--- src/rtl/ap_mult_pkg.sv ---
// Shared types, widths and small helpers for the iterative approximate 8x8 multiplier.
package ap_mult_pkg;

  localparam int NIB_W  = 4;
  localparam int PROD_W = 8;
  localparam int ACC_W  = 17;
  localparam int RES_W  = 16;

  typedef enum logic [1:0] {
    IDLE = 2'd0,
    CALC = 2'd1,
    DONE = 2'd2
  } state_e;

  // step[1] selects the b nibble, step[0] the a nibble; weight is 4*(i+j).
  function automatic logic [3:0] nib_shift(input logic [1:0] step);
    return {step[1] & step[0], step[1] ^ step[0], 2'b00};
  endfunction

  function automatic logic [1:0] half_add(input logic x, input logic y);
    return {x & y, x ^ y};
  endfunction

  function automatic logic [1:0] full_add(input logic x, input logic y, input logic z);
    return {(x & y) | (z & (x ^ y)), x ^ y ^ z};
  endfunction

endpackage

--- src/rtl/ap_mult4_core.sv ---
// 4x4 approximate multiplier: AND-array partial products reduced by a Wallace-style
// compressor whose weight-8 column uses OR-based half adders (biased high when both inputs set).
module ap_mult4_ppcom
  import ap_mult_pkg::*;
(
  input  logic [15:0]       pp,
  output logic [PROD_W-1:0] res
);

  logic s1, k1, s2, k2, s4, k4, s5, k5;
  logic s3a, k3a, s3b, k3b;
  logic t3, m3, t4, m4;
  logic [PROD_W-1:0] row_a, row_b, row_c;

  // First layer: column heights 1,2,3,4,3,2,1.
  assign {k1, s1} = half_add(pp[1], pp[4]);
  assign {k2, s2} = full_add(pp[2], pp[5], pp[8]);
  assign {k4, s4} = full_add(pp[7], pp[10], pp[13]);
  assign {k5, s5} = half_add(pp[11], pp[14]);

  // Approximate pair compressors: value a+b+(a&b) instead of a+b.
  assign s3a = pp[3] | pp[6];
  assign k3a = pp[3] & pp[6];
  assign s3b = pp[9] | pp[12];
  assign k3b = pp[9] & pp[12];

  // Second layer on the two tallest columns.
  assign {m3, t3} = full_add(s3a, s3b, k2);
  assign {m4, t4} = full_add(s4, k3a, k3b);

  assign row_a = {1'b0, pp[15], s5, t4, t3, s2, s1, pp[0]};
  assign row_b = {1'b0, k5, k4, m3, 1'b0, k1, 2'b00};
  assign row_c = {2'b00, m4, 5'b00000};

  // Largest reachable value is 241, so the 8-bit final add never wraps.
  assign res = row_a + row_b + row_c;

endmodule

module ap_mult4_core
  import ap_mult_pkg::*;
(
  input  logic [NIB_W-1:0]  a,
  input  logic [NIB_W-1:0]  b,
  output logic [PROD_W-1:0] res
);

  logic [15:0] pp;

  for (genvar r = 0; r < NIB_W; r++) begin : g_row
    for (genvar c = 0; c < NIB_W; c++) begin : g_col
      assign pp[NIB_W*r + c] = a[c] & b[r];
    end
  end

  ap_mult4_ppcom u_ppcom (
    .pp  (pp),
    .res (res)
  );

endmodule

--- src/rtl/ap_mult8_seq.sv ---
// Iterative 8x8 approximate multiplier: one 4x4 core reused across nibble pairs,
// shift-accumulated into a 17-bit sum, with valid/ready on both sides.
//
//   state | meaning
//   IDLE  | in_ready high, waiting for operands
//   CALC  | one nibble product accumulated per cycle, step 0..3
//   DONE  | out_valid high, result held until consumer accepts
module ap_mult8_seq
  import ap_mult_pkg::*;
#(
  parameter bit TRUNC_LL = 1'b0,
  parameter bit SAT_EN   = 1'b1
) (
  input  logic             clk,
  input  logic             rst,
  input  logic             in_valid,
  output logic             in_ready,
  input  logic [7:0]       a_i,
  input  logic [7:0]       b_i,
  output logic             out_valid,
  input  logic             out_ready,
  output logic [RES_W-1:0] res_o,
  output logic             ovf_o
);

  state_e             state_q, state_d;
  logic [7:0]         a_q, a_d;
  logic [7:0]         b_q, b_d;
  logic [1:0]         step_q, step_d;
  logic [ACC_W-1:0]   acc_q, acc_d;
  logic [ACC_W-1:0]   pp_ext;
  logic [NIB_W-1:0]   a_nib, b_nib;
  logic [PROD_W-1:0]  core_p;

  assign a_nib = step_q[0] ? a_q[7:4] : a_q[3:0];
  assign b_nib = step_q[1] ? b_q[7:4] : b_q[3:0];

  ap_mult4_core u_core (
    .a   (a_nib),
    .b   (b_nib),
    .res (core_p)
  );

  assign pp_ext = {{(ACC_W-PROD_W){1'b0}}, core_p} << nib_shift(step_q);

  always_comb begin
    state_d = state_q;
    a_d     = a_q;
    b_d     = b_q;
    step_d  = step_q;
    acc_d   = acc_q;
    case (state_q)
      IDLE: begin
        if (in_valid) begin
          a_d     = a_i;
          b_d     = b_i;
          acc_d   = '0;
          step_d  = TRUNC_LL ? 2'd1 : 2'd0;
          state_d = CALC;
        end
      end
      CALC: begin
        acc_d  = acc_q + pp_ext;
        step_d = step_q + 2'd1;
        if (step_q == 2'd3) begin
          state_d = DONE;
        end
      end
      DONE: begin
        if (out_ready) begin
          state_d = IDLE;
        end
      end
      default: state_d = IDLE;
    endcase
  end

  always_ff @(posedge clk or posedge rst) begin
    if (rst) begin
      state_q <= IDLE;
      a_q     <= '0;
      b_q     <= '0;
      step_q  <= '0;
      acc_q   <= '0;
    end else begin
      state_q <= state_d;
      a_q     <= a_d;
      b_q     <= b_d;
      step_q  <= step_d;
      acc_q   <= acc_d;
    end
  end

  assign in_ready  = (state_q == IDLE);
  assign out_valid = (state_q == DONE);

  // acc is frozen in DONE, so these stay stable while the consumer stalls.
  assign ovf_o = acc_q[ACC_W-1];
  assign res_o = (SAT_EN && acc_q[ACC_W-1]) ? {RES_W{1'b1}} : acc_q[RES_W-1:0];

endmodule

--- config.mk ---
export PLATFORM = sky130hd
export DESIGN_NAME = ap_mult8_seq
export DESIGN_NICKNAME = d
export VERILOG_FILES = /design/src/rtl/ap_mult_pkg.sv /design/src/rtl/ap_mult4_core.sv /design/src/rtl/ap_mult8_seq.sv
export SDC_FILE = /design/constraint.sdc
export NUM_CORES = 1
export LEC_CHECK = 0
export BUFFER_PORTS_ARGS = -buffer_cell sky130_fd_sc_hd__buf_2
export CORE_MARGIN = 1
export CORE_UTILIZATION = 55
export DETAILED_ROUTE_END_ITERATION = 8
export PLACE_DENSITY = 0.82
export REMOVE_ABC_BUFFERS = 1
export SLEW_MARGIN = 10
export SYNTH_ARGS = -nofsm -noshare
export SYNTH_HDL_FRONTEND = slang
export SYNTH_SLANG_ARGS = --single-unit
export TNS_END_PERCENT = 1
--- constraint.sdc ---
create_clock -name clk -period 6.5 [get_ports clk]
set_input_delay 1.625 -clock clk [delete_from_list [all_inputs] [get_ports clk]]
set_output_delay 1.625 -clock clk [all_outputs]
set_load 0.005 [all_outputs]
After elaboration in Yosys (flattened, before gate mapping)
Index checks and enable logic that the tools add are counted.

Register bits: 37. Input bits: 20. Output and inout port bits: 19. Logic and storage cells: 78.

Add/subtract/negate cells: 4. Eq/ne operators: 6. Shift-type cells: 1. Muxes and demuxes: 11. Bitwise logic cells: 46. Reductions and logical operators: 5.

Operators by type and width (number): $pmux 17 s2 (1); $and 1x1->1 (29); $add 17x17->17 (1); $mux 17 (1); $shl 8x4->17 (1); $mux 16 (1); $xor 1x1->1 (11); $add 7x7->8 (1); $add 8x6->8 (1); $mux 2 (4); $mux 4 (2); $or 1x1->1 (6); $pmux 2 s3 (1); $eq 2x2->1 const B (2); $ne 2x2->1 const B (2); $pmux 2 s2 (1); $reduce_and 2->1 (2); $reduce_and 3->1 (1); $add 2x1->2 const B (1); $eq 2x1->1 const B (1); $logic_not 2->1 (1); $ne 2x1->1 const B (1); $reduce_bool 2->1 (1).

Depth between registers and ports, before layout
Gate-level depths: netlist of the first run.

Depth after elaboration: 12. Depth in mapped cells: 21. Mapped depth without buffers: 20.

Hierarchy
Synthesis of the first run repeated with hierarchy kept, for this count alone.

Cell total of the unflattened synthesis: 325. Area total of the unflattened synthesis: 3045.4 µm².

Modules (own cells, without submodules): ap_mult8_seq (times used 1, cells an instance 272, area each 2607.5 µm², sequential area each 925.9 µm²); ap_mult4_ppcom (times used 1, cells an instance 37, area each 337.8 µm², sequential area each 0.0 µm²); ap_mult4_core (times used 1, cells an instance 16, area each 100.1 µm², sequential area each 0.0 µm²).

Least setup slack after synthesis of the first run
No wires, ideal clock.

Path kind: flip-flop to flip-flop. Start point: register step_q[0]. End point: register acc_q[16]. Setup time: 87 ps. Arrival time: 4922 ps. Data required time: 6413 ps. Setup slack: 1491 ps. Cell stages (with the launch flop): 22. Path buffers: 1. Clock period less this slack: 5009 ps. Cell sequence: dfrtp_1 clkbuf_1 mux2i_1 nor2_1 fa_1 fa_1 inv_1 fa_1 inv_1 ha_1 a21o_1 a21oi_1 xnor2_1 mux2i_1 nor2_1 ha_1 o21a_1 o21ai_2 or4_4 and3_4 or2_0 o211ai_1.

Word-level cells in the longest chain between the ends: 12. Elaborated cells between the ends (all ways): 52. Those cells by class: add/sub: 3; shift: 1; mux: 2; bitwise: 46.

Ends and longest elaborated chain: from (decl) (line ap_mult8_seq.sv:29) `logic [1:0] step_q, step_d;`; from (signal assigned) (line ap_mult8_seq.sv:89) `step_q <= step_d;`; $mux 4 (line ap_mult8_seq.sv:35) `assign a_nib = step_q[0] ? a_q[7:4] : a_q[3:0];`; $and 1x1->1 (line ap_mult4_core.sv:52) `assign pp[NIB_W*r + c] = a[c] & b[r];`; $xor 1x1->1 (line ap_mult_pkg.sv:25) `return {(x & y) | (z & (x ^ y)), x ^ y ^ z};`; $and 1x1->1 (line ap_mult_pkg.sv:25); $or 1x1->1 (line ap_mult_pkg.sv:25); $and 1x1->1 (line ap_mult_pkg.sv:25); $or 1x1->1 (line ap_mult_pkg.sv:25); $add 7x7->8 (line ap_mult4_core.sv:36) `assign res = row_a + row_b + row_c;`; $add 8x6->8 (line ap_mult4_core.sv:36); $shl 8x4->17 (*) (line ap_mult8_seq.sv:44) `assign pp_ext = {{(ACC_W-PROD_W){1'b0}}, core_p} << nib_shift(step_q);`; $add 17x17->17 (*) (line ap_mult8_seq.sv:63) `acc_d = acc_q + pp_ext;`; $pmux 17 s2 (*) (line ap_mult8_seq.sv:52) `case (state_q)`; to (signal assigned) (line ap_mult8_seq.sv:84) `acc_q <= '0;`; to (signal assigned) (line ap_mult8_seq.sv:90) `acc_q <= acc_d;`; to (decl) (line ap_mult8_seq.sv:30) `logic [ACC_W-1:0] acc_q, acc_d;`.

Every way passes the cells marked *; elsewhere a longest branch is shown, timed or not. A chain may end at the register's enable or synchronous reset.

Worst setup path after layout of the first run
Start point: register step_q[1]. End point: register acc_q[16].

Word-level cells in the longest chain between the ends: 12. Elaborated cells between the ends (all ways): 52. Those cells by class: add/sub: 3; shift: 1; mux: 2; bitwise: 46.

Ends and longest elaborated chain: $mux 4 (line ap_mult8_seq.sv:36) `assign b_nib = step_q[1] ? b_q[7:4] : b_q[3:0];`; $and 1x1->1 (line ap_mult4_core.sv:52); $xor 1x1->1 (line ap_mult_pkg.sv:25); $and 1x1->1 (line ap_mult_pkg.sv:25); $or 1x1->1 (line ap_mult_pkg.sv:25); $and 1x1->1 (line ap_mult_pkg.sv:25); $or 1x1->1 (line ap_mult_pkg.sv:25); $add 7x7->8 (line ap_mult4_core.sv:36); $add 8x6->8 (line ap_mult4_core.sv:36); $shl 8x4->17 (*) (line ap_mult8_seq.sv:44); $add 17x17->17 (*) (line ap_mult8_seq.sv:63); $pmux 17 s2 (*) (line ap_mult8_seq.sv:52).

Marked as above.

==> summary.md, run 1 <==
| Metric | Value |
|---|---|
| Hpwl dp | `~4800 um` |
| Fin crit period | `5.33 ns` |
| Cells after Synth | `315` |
| Critical Path RT | `between 6 and 7 ns` |
| Fin. Hold Viols | `0` |
| Initial core utilization | `0.573` |
| Die height | `74.9 um` |
| Iter 0 DRT Violations | `174` |
| Worst Reg-to-Reg Cells | `20` |
| Avg WL per Cell | `~15 um` |
| Worst-Margin Slew | `0.870 ns` |
| Die width | `74.9 um` |
| GRT Util Overall | `0.244` |
| Worst-path fanout max | `6` |
| WL met3 | `262 um` |
| Clk_skew | `0.0111 ns` |
| Share of layout cells above drive strength 1 | `0.247` |
| Worst-path clk slew | `around 0.080 ns` |
| Largest net degree at the start of global routing | `38` |
| DRT antenna net count | `0` |
| Initial antenna violation count | `0` |
| Final GP Congestion | `0.984` |
| Row cnt | `26` |
| Post-route setup TNS | `0 ns` |
| Worst Setup EP | `acc_q[16]` |
| Cell Area, Synth | `a little under 0.003 mm^2` |
| CTS Hold Bufs | `0` |
| Critical Path AT | `around 5.6 ns` |
| Setup CP Type | `reg -> reg` |
| Final-layout fill cell count | `431` |
| Crit share post-route | `0.820` |
| Num CTS Buffers | `5` |
| Max layer used | `met4` |
| Via count | `around 2,400` |
| Prevailing post-synth register cell | `dfrtp_1` |
| Top achievable clock speed | `approximately 190 MHz` |
| Register area share after synthesis | `0.316` |
| CP endpoint kind | `flop` |
| 1st-pass router iterations | `4` |
| Num ports | `39` |
| Port Buffer Count | `38` |
| Resized cells post-CTS | `0` |
| Status | `completed` |
| Area of the die | `between 0.005 and 0.006 mm^2` |
| Max cap viols | `0` |
| Grt ovf | `0` |
| Pins Over Slew Limit | `0` |
| First-pass GRT wire length | `between 10,000 and 15,000 um` |
| Area added between synthesis and finish | `11.8%` |
| Met2 WL post-DR | `3170 um` |
| Slew headroom | `0.420` |
| YS warnings | `0` |
| Synth cell types | `49` |
| Skew-Pair Late Insertion Delay | `0.30 ns` |
| CTS tree | `built` |
| Syn avg cell area | `roughly 9.3 um^2` |
| Reg2reg setup slack | `1.17 ns` |
| Ant diodes | `0` |
| Final #Nets | `roughly 400` |
| Worst reg2reg startpoint | `step_q[1]` |
| Std-Cell Core Area | `0.00511 mm^2` |
| Number of global-route vias before repair | `2,317` |
| Routed wire length | `between 6000 and 7000 um` |
| Startpoint types | `flop` |
| Via density | `approximately 5.8` |
| Setup violators final | `0` |
| DRC | `0` |
| Met1 wire length | `2690 um` |
| CTS Root Cell | `clkbuf_8` |
| EDFF count, synth | `0` |
| CP startpoint | `step_q[1]` |
| RR Endpoint | `acc_q[16]` |
| Hold Crit Class | `reg -> reg` |
| CTS Sinks | `37` |
| H-tree levels | `2` |
| Asr flop ratio synth | `1.00` |
| Seq cells post-synth | `37` |
| Post-CTS setup buffers | `0` |
| RSZ-0062 raised after global routing | `no` |
| Max Root-Sink Buffers | `2` |
-- per-layer routing --
layer / up-vias / track usage
met3: 17 / 0.0402
met4: 0 / 0.0985
met5: - / 0
li1: 1179 / -
met1: 1143 / 0.285
met2: 65 / 0.442
-- critical path, cell delays in order, from the launching register on --
cell	delay (ns)
dfrtp_1	0.50
mux2i_1	0.48
nor2_1	0.14
fa_1	0.53
fa_1	0.43
inv_1	0.08
fa_1	0.41
inv_1	0.07
ha_1	0.26
a21o_1	0.17
a21oi_1	0.16
xnor2_1	0.10
mux2i_1	0.17
nor2_1	0.06
ha_1	0.41
o21a_1	0.17
o21ai_2	0.07
or4_4	0.54
and3_4	0.16
or2_0	0.20
o211ai_1	0.15
-- synthesized netlist by cell type, types with 3 or more instances --
library cell	n	area share
a21o_1	7	0.018
a21oi_1	14	0.024
a22o_1	8	0.024
and2_1	5	0.011
buf_2	5	0.0085
clkbuf_1	9	0.012
dfrtp_1	37	0.32
fa_1	6	0.041
ha_1	26	0.11
inv_1	12	0.015
mux2_2	16	0.062
mux2i_1	12	0.041
nand2_1	26	0.033
nand3_1	6	0.010
nor2_1	27	0.035
nor2b_1	4	0.0085
nor3_1	3	0.0051
nor4_1	3	0.0064
o211ai_1	4	0.010
o21ai_0	16	0.027
o22ai_1	3	0.0064
or2_2	16	0.034
xnor2_1	7	0.021
xor2_1	10	0.030
-- cells by family after synthesis --
logic type / synth area share
buffers and inverters: 0.0372
multiplexers: 0.103
XOR/XNOR: 0.0509
AO/OA/AOI/OAI: 0.167
AND/OR/NAND/NOR: 0.174
flip-flops: 0.316
adder cells (fa/ha/maj): 0.152
-- worst min-delay path by stage --
stage | from | endpoint | slack [ns] | depth (start not counted)
floorplan | acc_q[10] | acc_q[10] | 0.47 | 2
global placement | acc_q[4] | acc_q[4] | 0.49 | 2
detailed placement | acc_q[3] | acc_q[3] | 0.50 | 2
CTS | acc_q[3] | acc_q[3] | 0.51 | 2
global route | b_q[6] | b_q[6] | 0.54 | 1
finish | acc_q[3] | acc_q[3] | 0.51 | 2
-- registers in the layout (all words and copies together) (netlist names) --
| signal | count |
|---|---|
| b_q | 8 |
| acc_q | 17 |
| state_q | 2 |
| a_q | 8 |
| step_q | 2 |
-- cell type report --
| class | instances | area, um^2 | area share |
|---|---|---|---|
| Inverter | 12 | 45.0 | 0.0138 |
| Timing Repair Buffer | 40 | 205 | 0.0627 |
| Clock inverter | 3 | 46.3 | 0.0142 |
| Multi-Input combinational cell | 251 | 1890 | 0.578 |
| Tap cell | 70 | 87.6 | 0.0268 |
| Clock buffer | 5 | 68.8 | 0.0210 |
| Sequential cell | 37 | 926 | 0.283 |
-- metrics by stage --
stage,area [um^2],utilization,hold WS (ns),worst slack [ns],cells
CTS,3270,0.640,0.513,1.21,418
floorplan,2860,-,0.470,1.61,300
finish,3270,0.640,0.508,1.17,418
detailed placement,3160,0.618,0.495,1.26,410
global placement,3160,0.618,0.492,1.45,410
global route,3270,0.640,0.540,0.783,418
-- cell usage in the layout (no fill, tap or decap), drive strengths merged, types with 3 or more instances in the layout --
cell,netlist,layout
nand3,6,6
o211ai,4,4
a22o,8,8
a21oi,14,14
mux2i,12,12
mux2,16,16
inv,12,12
and3,3,3
o21ai,19,19
or2,17,17
xor2,10,10
clkbuf,10,5
a21o,7,7
and2,5,5
buf,5,40
dfrtp,37,37
nor4,3,3
nor3,3,3
fa,6,6
ha,26,26
nor2b,4,4
o22ai,3,3
nand2,26,26
xnor2,7,7
nor2,27,27
Power of run 1 is left out: the tool's default activity adds up to more than one toggle a clock period on the data nets, which glitch-free logic cannot reach.
==> run 2: changes to the inputs <==
--- a/config.mk
+++ b/config.mk
@@ -7,7 +7,7 @@
 export LEC_CHECK = 0
 export BUFFER_PORTS_ARGS = -buffer_cell sky130_fd_sc_hd__buf_2
 export CORE_MARGIN = 1
-export CORE_UTILIZATION = 55
+export CORE_UTILIZATION = 53
 export DETAILED_ROUTE_END_ITERATION = 8
 export PLACE_DENSITY = 0.82
 export REMOVE_ABC_BUFFERS = 1
==> constraint.sdc (replaced) <==
create_clock -name clk -period 4.7 [get_ports clk]
set_input_delay 1.175 -clock clk [delete_from_list [all_inputs] [get_ports clk]]
set_output_delay 1.175 -clock clk [all_outputs]
set_load 0.005 [all_outputs]
==> run 2 against run 1 <==
  * Design area increased by 11%
  * Clock-buffer cell count increased by 2
  * Sequential share of layout area decreased by 2.8 points
  * Critical path type unchanged
  * Largest cell class unchanged
  * Critical path depth increased by 2
  * Worst hold slack improved by 0.0028 ns
  * Non-clock buffer count increased by 36
  * Final cell count increased by 8.6%
  * Critical endpoint unchanged
  * The run now ends with setup timing left
  * Worst setup slack got worse by 1.3 ns
  * First-iteration DRC count increased by 24%
==> summary.md, run 2 (synthesis results as in run 1) <==
| Metric | Value |
|---|---|
| Fin. Hold Viols | `0 (unchanged)` |
| CTS Root Cell | `clkbuf_8` |
| Clk_skew | `0.00902 ns (-0.00208 ns)` |
| Multi-input gate area | `0.00198 mm^2 (+4.5%)` |
| Slowest cell delay on critical path | `0.50 ns (-0.04 ns)` |
| Largest registers | `acc_q x17, a_q x8, b_q x8` |
| Grt ovf | `0 (unchanged)` |
| Status | `finished, violations left` |
| Area added between synthesis and finish | `24.0%` |
| First-pass GRT wire length | `11,800 um (+16%)` |
| Setup violators final | `2 (+2)` |
| Critical Path AT | `5.05 ns (-0.51 ns)` |
| Pins Over Slew Limit | `0 (unchanged)` |
| Largest net degree at the start of global routing | `38 (unchanged)` |
| Hpwl dp | `5260 um (+11%)` |
| Post-route setup TNS | `-0.198 ns (-0.198 ns)` |
| Routed wire length | `7010 um (+12%)` |
| Top achievable clock speed | `207 MHz (+10%)` |
| Setup CP Type | `reg -> reg` |
| Max cap viols | `0 (unchanged)` |
| PnR worst setup slack | `-0.133 ns (-1.30 ns)` |
| Row cnt | `26 (unchanged)` |
| Biggest register | `acc_q` |
| CP endpoint kind | `flop` |
| Slew headroom | `0.417 (-0.00268)` |
| Via density | `5.66 (-1.6%)` |
| Startpoint types | `flop` |
| Failing checks | `setup timing` |
| Fin crit period | `4.83 ns (-0.499 ns)` |
| Number of global-route vias before repair | `2,592 (+12%)` |
| Iter 0 DRT Violations | `215 (+24%)` |
| WP buf/inv | `4 (+2)` |
| Final GP Congestion | `0.907 (-7.8%)` |
| Ant diodes | `0 (unchanged)` |
| Initial core utilization | `0.562 (-0.0107)` |
| Hold Crit Class | `reg -> reg` |
| RSZ-0062 raised after global routing | `yes` |
| Worst-Margin Slew | `0.875 ns (+0.00402 ns)` |
| Avg WL per Cell | `15.4 um (+2.8%)` |
| Initial antenna violation count | `0 (unchanged)` |
| Crit-path slowest cell | `fa_1` |
| Most frequent cells in the layout | `buf_2 (38), buf_4 (38), dfrtp_1 (36)` |
| Die height | `76.3 um (+1.8%)` |
| Worst-path fanout max | `4 (-2)` |
| Critical Path RT | `4.92 ns (-1.80 ns)` |
| Max Root-Sink Buffers | `2 (unchanged)` |
| Skew-Pair Late Insertion Delay | `0.30 ns (about the same)` |
| CTS Sinks | `37 (unchanged)` |
| Final #Nets | `435 (+9.0%)` |
| Sequential standard cell area | `927 um^2 (+0.14%)` |
| GRT Util Overall | `0.253 (+0.00970)` |
| Port Buffer Count | `38 (unchanged)` |
| Share of layout cells above drive strength 1 | `0.359 (+0.112)` |
| 1st-pass router iterations | `4 (unchanged)` |
| Std-Cell Core Area | `0.00520 mm^2 (+1.9%)` |
| Worst-path clk slew | `0.08 ns (about the same)` |
| Max reg flops | `17 (unchanged)` |
| CTS Hold Bufs | `0 (unchanged)` |
| CTS tree | `built` |
| Area of the die | `0.00582 mm^2 (+3.7%)` |
| Die width | `76.3 um (+1.8%)` |
| Via count | `2,568 (+6.8%)` |
| Crit-path leading delay family | `adder cells` |
| CP cell instances | `mux2i_2 -> nor2_1 -> fa_1 -> fa_2 -> inv_2 -> fa_1 -> inv_2 -> ha_4 -> a21o_1 -> a21oi_2 -> xnor2_1 -> mux2i_1 -> buf_4 -> nor2_1 -> ha_1 -> a21oi_1 -> o21ai_0 -> o21ai_0 -> buf_4 -> a21oi_1 -> or2_0 -> o211ai_1` |
| DRT antenna net count | `0 (unchanged)` |
| Num CTS Buffers | `5 (unchanged)` |
| H-tree levels | `2 (unchanged)` |
| Num ports | `39 (unchanged)` |
| Crit share post-route | `1.03 (+0.208)` |
| Final-layout fill cell count | `395 (-8.4%)` |
| DRC | `0 (unchanged)` |
[run 2: changes by cell type in the layout (fill, tap and decap cells not counted), moves of 2 or more]
cell      change
ha_4          +2
inv_1         -2
buf_4        +36
a221oi_1      -2
a21oi_1       -3
a21oi_2       +3
mux2i_1       -3
ha_1          -2
a221oi_2      +2
inv_2         +2
mux2i_2       +2
[run 2: stage by stage]
step / utilization / setup WS, ns / instance area, um^2 / instances / hold slack [ns]
6_report: 0.697 / -0.133 / 3630 / 454 / 0.511
4_1_cts: 0.687 / -0.0938 / 3580 / 454 / 0.513
5_1_grt: 0.697 / -0.285 / 3630 / 454 / 0.528
2_1_floorplan: - / -0.189 / 2860 / 300 / 0.470
3_3_place_gp: 0.657 / -0.107 / 3420 / 445 / 0.491
3_5_place_dp: 0.657 / -0.256 / 3420 / 445 / 0.495
[run 2: cell type report]
cell class / instances / area share
clock buffer: 7 / 0.0238
tap: 70 / 0.0241
inverter: 12 / 0.0124
sequential: 37 / 0.256
clock inverter: 1 / 0.00828
multi-input combinational: 251 / 0.545
timing repair buffer: 76 / 0.131
[run 2: metal layers]
metal,wire [um],track usage,up-vias
met5,0,0,-
met4,157,0.0769,0
met2,3610,0.450,75
met1,2930,0.316,1224
li1,-,-,1255
met3,313,0.0383,14
[run 2: timing repair]
action                                  CTS  global route
endpoints found under the hold margin     0             0
endpoints found under the setup margin    4             6
gates resized for setup                   9             9
pin swaps                                11             9
buffers inserted                          1             0
[run 2: final timing paths]
kind	startpoint	end	slack, ns	cells past startpoint
min in group asynchronous	rst	acc_q[1]	0.97	3
max in group asynchronous	rst	step_q[1]	3.37	3
setup / recovery	step_q[1]	acc_q[16]	-0.13	22
hold / removal	a_q[6]	a_q[6]	0.51	1
setup reg to reg	step_q[1]	acc_q[16]	-0.13	22
hold reg to reg	a_q[6]	a_q[6]	0.51	1
Power of run 2 is left out for the same reason.
